[src/rtl/axi_to_ndata_unpack.sv]
// axi_to_ndata_unpack: splits each packed 64*NUM_ELEMENTS-bit AXI beat into 64/W ndata beats of
// NUM_ELEMENTS zero-extended 64-bit elements, where W is the packet's element width in bits.
module axi_to_ndata_unpack #(
    parameter int NUM_ELEMENTS = 8
) (
    input  logic                         clk,
    input  logic                         rst_n,
    // actual_type: data carries the element width in bits (8/16/32/64, anything else = 64)
    input  logic [7:0]                   actual_type_data,
    input  logic                         actual_type_valid,
    output logic                         actual_type_ready,
    input  logic [64*NUM_ELEMENTS-1:0]   in_tdata,
    input  logic [8*NUM_ELEMENTS-1:0]    in_tkeep,
    input  logic                         in_tlast,
    input  logic                         in_tvalid,
    output logic                         in_tready,
    output logic [NUM_ELEMENTS-1:0][63:0] out_data,
    output logic [NUM_ELEMENTS-1:0]      out_keep,
    output logic                         out_last,
    output logic                         out_valid,
    input  logic                         out_ready
);
    localparam int N  = NUM_ELEMENTS;
    localparam int DW = 64 * N;
    localparam int KW = 8 * N;

    typedef enum logic [1:0] {W8, W16, W32, W64} width_e;
    typedef enum logic {EMPTY, HOLD} state_e;

    state_e        state_q, state_d;
    logic [2:0]    idx_q, idx_d;
    logic          last_q, last_d;
    width_e        w_q, w_d;
    logic [DW-1:0] data_q, data_d;
    logic [KW-1:0] keep_q, keep_d;

    logic          hvalid;
    logic          at_end;
    logic          accept;
    width_e        in_w;
    logic [7:0]    sub_any;
    logic [2:0]    r_max;
    logic [2:0]    top_sub;
    logic [2:0]    end_idx;

    // Every candidate element for every width and sub-beat; the output lanes pick one by (w, idx).
    logic [7:0]    el8  [8][N];
    logic [15:0]   el16 [4][N];
    logic [31:0]   el32 [2][N];
    logic [63:0]   el64 [N];
    logic [N-1:0]  kp8  [8];
    logic [N-1:0]  kp16 [4];
    logic [N-1:0]  kp32 [2];
    logic [N-1:0]  kp64;
    logic [7:0]    any8;
    logic [3:0]    any16;
    logic [1:0]    any32;

    for (genvar s = 0; s < 8; s++) begin : g_sub
        for (genvar i = 0; i < N; i++) begin : g_lane
            localparam int K = s * N + i;
            assign el8[s][i] = data_q[8*K +: 8];
            assign kp8[s][i] = keep_q[K];
            if (s < 4) begin : g_w16
                assign el16[s][i] = data_q[16*K +: 16];
                assign kp16[s][i] = keep_q[2*K];
            end
            if (s < 2) begin : g_w32
                assign el32[s][i] = data_q[32*K +: 32];
                assign kp32[s][i] = keep_q[4*K];
            end
            if (s == 0) begin : g_w64
                assign el64[i] = data_q[64*K +: 64];
                assign kp64[i] = keep_q[8*K];
            end
        end
        assign any8[s] = |kp8[s];
        if (s < 4) begin : g_any16
            assign any16[s] = |kp16[s];
        end
        if (s < 2) begin : g_any32
            assign any32[s] = |kp32[s];
        end
    end

    for (genvar i = 0; i < N; i++) begin : g_out
        assign out_data[i] = (w_q == W8)  ? {56'd0, el8[idx_q][i]}        :
                             (w_q == W16) ? {48'd0, el16[idx_q[1:0]][i]}  :
                             (w_q == W32) ? {32'd0, el32[idx_q[0]][i]}    :
                                            el64[i];
        assign out_keep[i] = (w_q == W8)  ? kp8[idx_q][i]       :
                             (w_q == W16) ? kp16[idx_q[1:0]][i] :
                             (w_q == W32) ? kp32[idx_q[0]][i]   :
                                            kp64[i];
    end

    always_comb begin
        unique case (actual_type_data)
            8'd8:    in_w = W8;
            8'd16:   in_w = W16;
            8'd32:   in_w = W32;
            default: in_w = W64;
        endcase
    end

    // Last sub-beat of the held beat: R-1 normally, highest non-empty sub-beat on a last beat.
    always_comb begin
        sub_any = 8'd0;
        r_max   = 3'd0;
        case (w_q)
            W8:      begin sub_any = any8;              r_max = 3'd7; end
            W16:     begin sub_any = {4'd0, any16};     r_max = 3'd3; end
            W32:     begin sub_any = {6'd0, any32};     r_max = 3'd1; end
            default: begin sub_any = {7'd0, |kp64};     r_max = 3'd0; end
        endcase
        top_sub = 3'd0;
        if (sub_any[1]) top_sub = 3'd1;
        if (sub_any[2]) top_sub = 3'd2;
        if (sub_any[3]) top_sub = 3'd3;
        if (sub_any[4]) top_sub = 3'd4;
        if (sub_any[5]) top_sub = 3'd5;
        if (sub_any[6]) top_sub = 3'd6;
        if (sub_any[7]) top_sub = 3'd7;
        end_idx = last_q ? top_sub : r_max;
    end

    assign hvalid            = (state_q == HOLD);
    assign at_end            = (idx_q == end_idx);
    assign out_valid         = hvalid;
    assign out_last          = hvalid && last_q && at_end;
    assign actual_type_ready = hvalid && out_ready && out_last;

    // NOTE: every signal driven here gets a default first, so no path can infer a latch.
    always_comb begin
        state_d   = state_q;
        idx_d     = idx_q;
        last_d    = last_q;
        w_d       = w_q;
        data_d    = data_q;
        keep_d    = keep_q;
        in_tready = actual_type_valid && (!hvalid || (out_ready && at_end));
        accept    = in_tvalid && in_tready;

        if (hvalid && out_ready) begin
            if (at_end) begin
                idx_d   = 3'd0;
                state_d = EMPTY;
            end else begin
                idx_d = idx_q + 3'd1;
            end
        end

        // A new beat can land in the same cycle the previous one retires: no bubble.
        if (accept) begin
            state_d = HOLD;
            idx_d   = 3'd0;
            last_d  = in_tlast;
            w_d     = in_w;
            data_d  = in_tdata;
            keep_d  = in_tkeep;
        end
    end

    always_ff @(posedge clk or negedge rst_n) begin
        if (!rst_n) begin
            state_q <= EMPTY;
            idx_q   <= 3'd0;
            last_q  <= 1'b0;
            w_q     <= W64;
        end else begin
            state_q <= state_d;
            idx_q   <= idx_d;
            last_q  <= last_d;
            w_q     <= w_d;
        end
    end

    // NOTE: the payload needs no reset; it is only observed while hvalid, which is reset.
    always_ff @(posedge clk) begin
        data_q <= data_d;
        keep_q <= keep_d;
    end

endmodule

[config.mk]
export PLATFORM = sky130hd
export DESIGN_NAME = axi_to_ndata_unpack
export DESIGN_NICKNAME = d
export VERILOG_FILES = /design/src/rtl/axi_to_ndata_unpack.sv
export SDC_FILE = /design/constraint.sdc
export NUM_CORES = 2
export LEC_CHECK = 0
export ABC_AREA = 1
export CORE_AREA = 5 5 429 431
export DETAILED_ROUTE_END_ITERATION = 7
export DIE_AREA = 0 0 434 436
export MAX_ROUTING_LAYER = met4
export PLACE_DENSITY = 0.44
export SLEW_MARGIN = 20
export SYNTH_ARGS = -nofsm -noshare
export SYNTH_HDL_FRONTEND = slang
export SYNTH_SLANG_ARGS = --single-unit
[constraint.sdc]
create_clock -name clk -period 17.4 [get_ports clk]
set_clock_uncertainty 0.05 [all_clocks]
set_input_delay 3.48 -clock clk [delete_from_list [all_inputs] [get_ports clk]]
set_output_delay 3.48 -clock clk [all_outputs]
set_load 0.02 [all_outputs]
==> metrics.md <==
| Metric | Value |
|---|---|
| Status | finished, final reports clean |
| Tot GR Track Use | 29.4% |
| WL final | 283000 um |
| Delay-heaviest family, CP | buffers and inverters |
| Leak Pwr | 0.0182 uW |
| FILL cells | 19.5k |
| Vias per inst | 5.12 |
| Share of cells above drive strength 1 | 4.90% |
| Reg2Reg Depth | 20 |
| Yosys warns | 0 |
| Total power | 10600 uW |
| Overflow after GRT | 0 |
| HP Class | flip-flop to flip-flop |
| DR vias | 37.7k |
| Critical path depth in cells | 10 |
| Average cell area after synthesis | 8.48 sq um |
| Vias in the first global route | 35.7k |
| Area share of the largest cell type after synthesis | 52.2% |
| CTS tree | built |
| Area leader, netlist | edfxtp_1 |
| Core area | 180000 sq um |
| Number of synthesized flops with an enable pin | 576 |
| Initial antenna violation count | 93 |
| Worst endpoint data arrival time | 6.01 ns |
| Startpoint types | flip-flop |
| Largest net degree at the start of global routing | 168 |
| CTS root buf | clkbuf_16 |
| Largest stage delay, worst path | 0.83 ns |
| Mapped Nets | 4499 |
| Worst vdd ir | 0.000156 V |
| Residual DRC count | 0 |
| Fmax | 105 MHz |
| Hold endpoint | out_valid |
| Initial core utilization | 18.4% |
| Post-cts gate resize count | 0 |
| Top-count cell post-synth | nand2_1 |
| Setup TNS | 0 ns |
| DRT iter0 DRCs | 5157 |
| Synth Flop Type | edfxtp_1 |
| Clk sinks | 583 |
| Seq/Total Area, Yosys | 52.7% |
| CP bufs+invs | 6 |
| Worst-margin pin slew | 1.25 ns |
| Clk slew on worst S/H paths | 0.06 ns |
| Area growth syn-to-layout | 50.1% |
| DRT antenna net count | 0 |
| Worst hold stages | 2 |
| Cts bufs inserted | 83 |
| Cells along the critical path | buf_4 -> inv_2 -> nor2_4 -> inv_4 -> nor2_4 -> buf_4 -> buf_4 -> a221oi_1 -> o21ai_0 -> clkdlybuf4s50_1 |
| Die Span X | 434 um |
| Synth area leaders | edfxtp_1, nand2_1, nand3_1 |
| Die Y | 436 um |
| #FFs+latches synth | 583 |
| Most numerous cell on the critical path | buf_4 |
| Synth Instances | 3908 |
| Hold Startpoint | out_valid |
| R2r endpoint | data_q[303] |
| Post-DP HPWL | 223000 um |
| Clk Latency, worst-skew pair | 0.74 ns |
| CP max stage cell | dfstp_4 |
| Hold bufs inserted after CTS | 0 |
| Non-filler instance count after layout | 7371 |
| Initial DRT Pass Iterations | 8 |
| Gpl congestion | 0.976 |
| Cell Area, Synth | 33100 sq um |
| Pwr/cell area | 213 nW/um^2 |
| Fin crit share | 54.8% |
| Clock Tree Buf Depth | 3 |
| Finish-stage setup viols | 0 |
| Port Buf Inserts | 1113 |
| First-pass GRT wire length | 359000 um |
| Unique masters post-synth | 44 |
| Cell total after placement | 7157 |
| Unrepaired setup endpoints after global routing | false |
| Max Cap Viol | 0 |
| Worst reg-to-reg setup slack | 10.09 ns |
| Post-CTS setup buffers | 0 |
| Final-report hold violation count | 0 |
| Slew HR | 16.0% |
| Htree depth | 3 |
| Top cells by count, synth | nand2_1, edfxtp_1, nor2_1 |
| Period minus WS final | 9.54 ns |
| IO Pins | 1114 |
| CP Class | flip-flop to output pin |
| Wirelength per Cell | 38.4 um |
| Worst EP required | 13.87 ns |
| Row count | 156 |
| Slew Limit Fails | 0 |
| FF-to-FF Start | w_q[1] |
| Die ar. | 189000 sq um |
| # nets final | 5463 |
| Endpoint class of the critical path | output pin |
| Ys async rst share | 1.20% |
| Largest fanout on the critical path | 56 |
[through the flow]
| stage | instance area (sq um) | utilization (%) | setup WS, ns | hold WS, ns |
|---|---|---|---|---|
| 2_1_floorplan | 33100 | - | 6.73 | 0.447 |
| 3_3_place_gp | 46800 | 26.0 | 8.62 | 0.539 |
| 3_5_place_dp | 46800 | 26.0 | 8.51 | 0.538 |
| 4_1_cts | 49600 | 27.6 | 7.70 | 0.557 |
| 5_1_grt | 49700 | 27.6 | 7.67 | 0.608 |
| 6_report | 49700 | 27.7 | 7.86 | 0.551 |
[state kept, by name, summed over array words and instances, names as in the netlist]
signal     count
data_q       512
idx_q          3
keep_q        64
out_valid      1
w_q            2
last_q         1
[cell families (layout without fill, tap and decap cells)]
family          Yosys count  in the layout  synth area share, %
buf+inv                 700           1730                 7.99
compound gates          985            985                 19.1
xor+xnor                  2              2               0.0529
simple gates           1636           1636                 20.1
fa+ha+maj                 1              1               0.0378
mux                       1              1               0.0302
flops                   583            583                 52.7
other cells               0             63                    0
[power by group]
group	switching, uW	leakage (uW)	total (uW)	internal, uW
sequential	251	0.00535	2020	1770
combinational	4700	0.0115	6730	2030
clock	759	0.00135	1810	1050
total	5710	0.0182	10600	4860
[layout by cell type (no fill, tap or decap), drive strengths merged, types with 12 or more instances in the layout]
master and n:
nand3 380, o221ai 32, a221oi 32, o22ai 27
inv 388, o21a 15, buf 79, a22o 19
a32o 15, diode 63, o211ai 176, a32oi 31
clkbuf 92, edfxtp 576, a21boi 12, a22oi 26
clkinv 43, nand2 778, a31o 14, a31oi 115
o21ai 318, clkdlybuf4s50 1113, a21oi 130, nor2 466
[worst reg2reg max path, delay by kind of cell (launching register included)]
family,cells,cell delay [ns]
buffers and inverters,6,4.08
AND/OR/NAND/NOR,13,1.72
flip-flops,1,0.83
AO/OA/AOI/OAI,1,0.23
[area by class of cell]
cell class              count  area, sq um  share of cell area (%)
clock inverters            59          653                    1.31
multi-input cells        2625        13100                    26.3
well taps                2370         2970                    5.96
diodes                     63          158                   0.317
inverters                 387         1480                    2.98
clock buffers              92         2130                    4.29
flip-flops and latches    583        17500                    35.2
repair buffers           1192        11800                    23.7
[per-layer routing]
| layer | share of wire (%) | vias to the layer above | global-route usage, % |
|---|---|---|---|
| li1 | - | 15800 | - |
| met1 | 40 | 18900 | 35.5 |
| met2 | 45 | 2543 | 44.8 |
| met3 | 9.2 | 454 | 8.27 |
| met4 | 5.9 | 0 | 14.7 |
| met5 | 0 | - | - |
[worst max path at each step]
stage               from           end  slack, ns
4_1_cts           w_q[1]  out_data[78]       7.70
3_5_place_dp      w_q[1]  out_data[78]       8.51
2_1_floorplan  out_ready     data_q[0]       6.73
6_report          w_q[1]  out_data[78]       7.86
3_3_place_gp      w_q[1]  out_data[78]       8.62
5_1_grt           w_q[1]  out_data[78]       7.67
No activity file was read; power rests on OpenSTA's default activity.
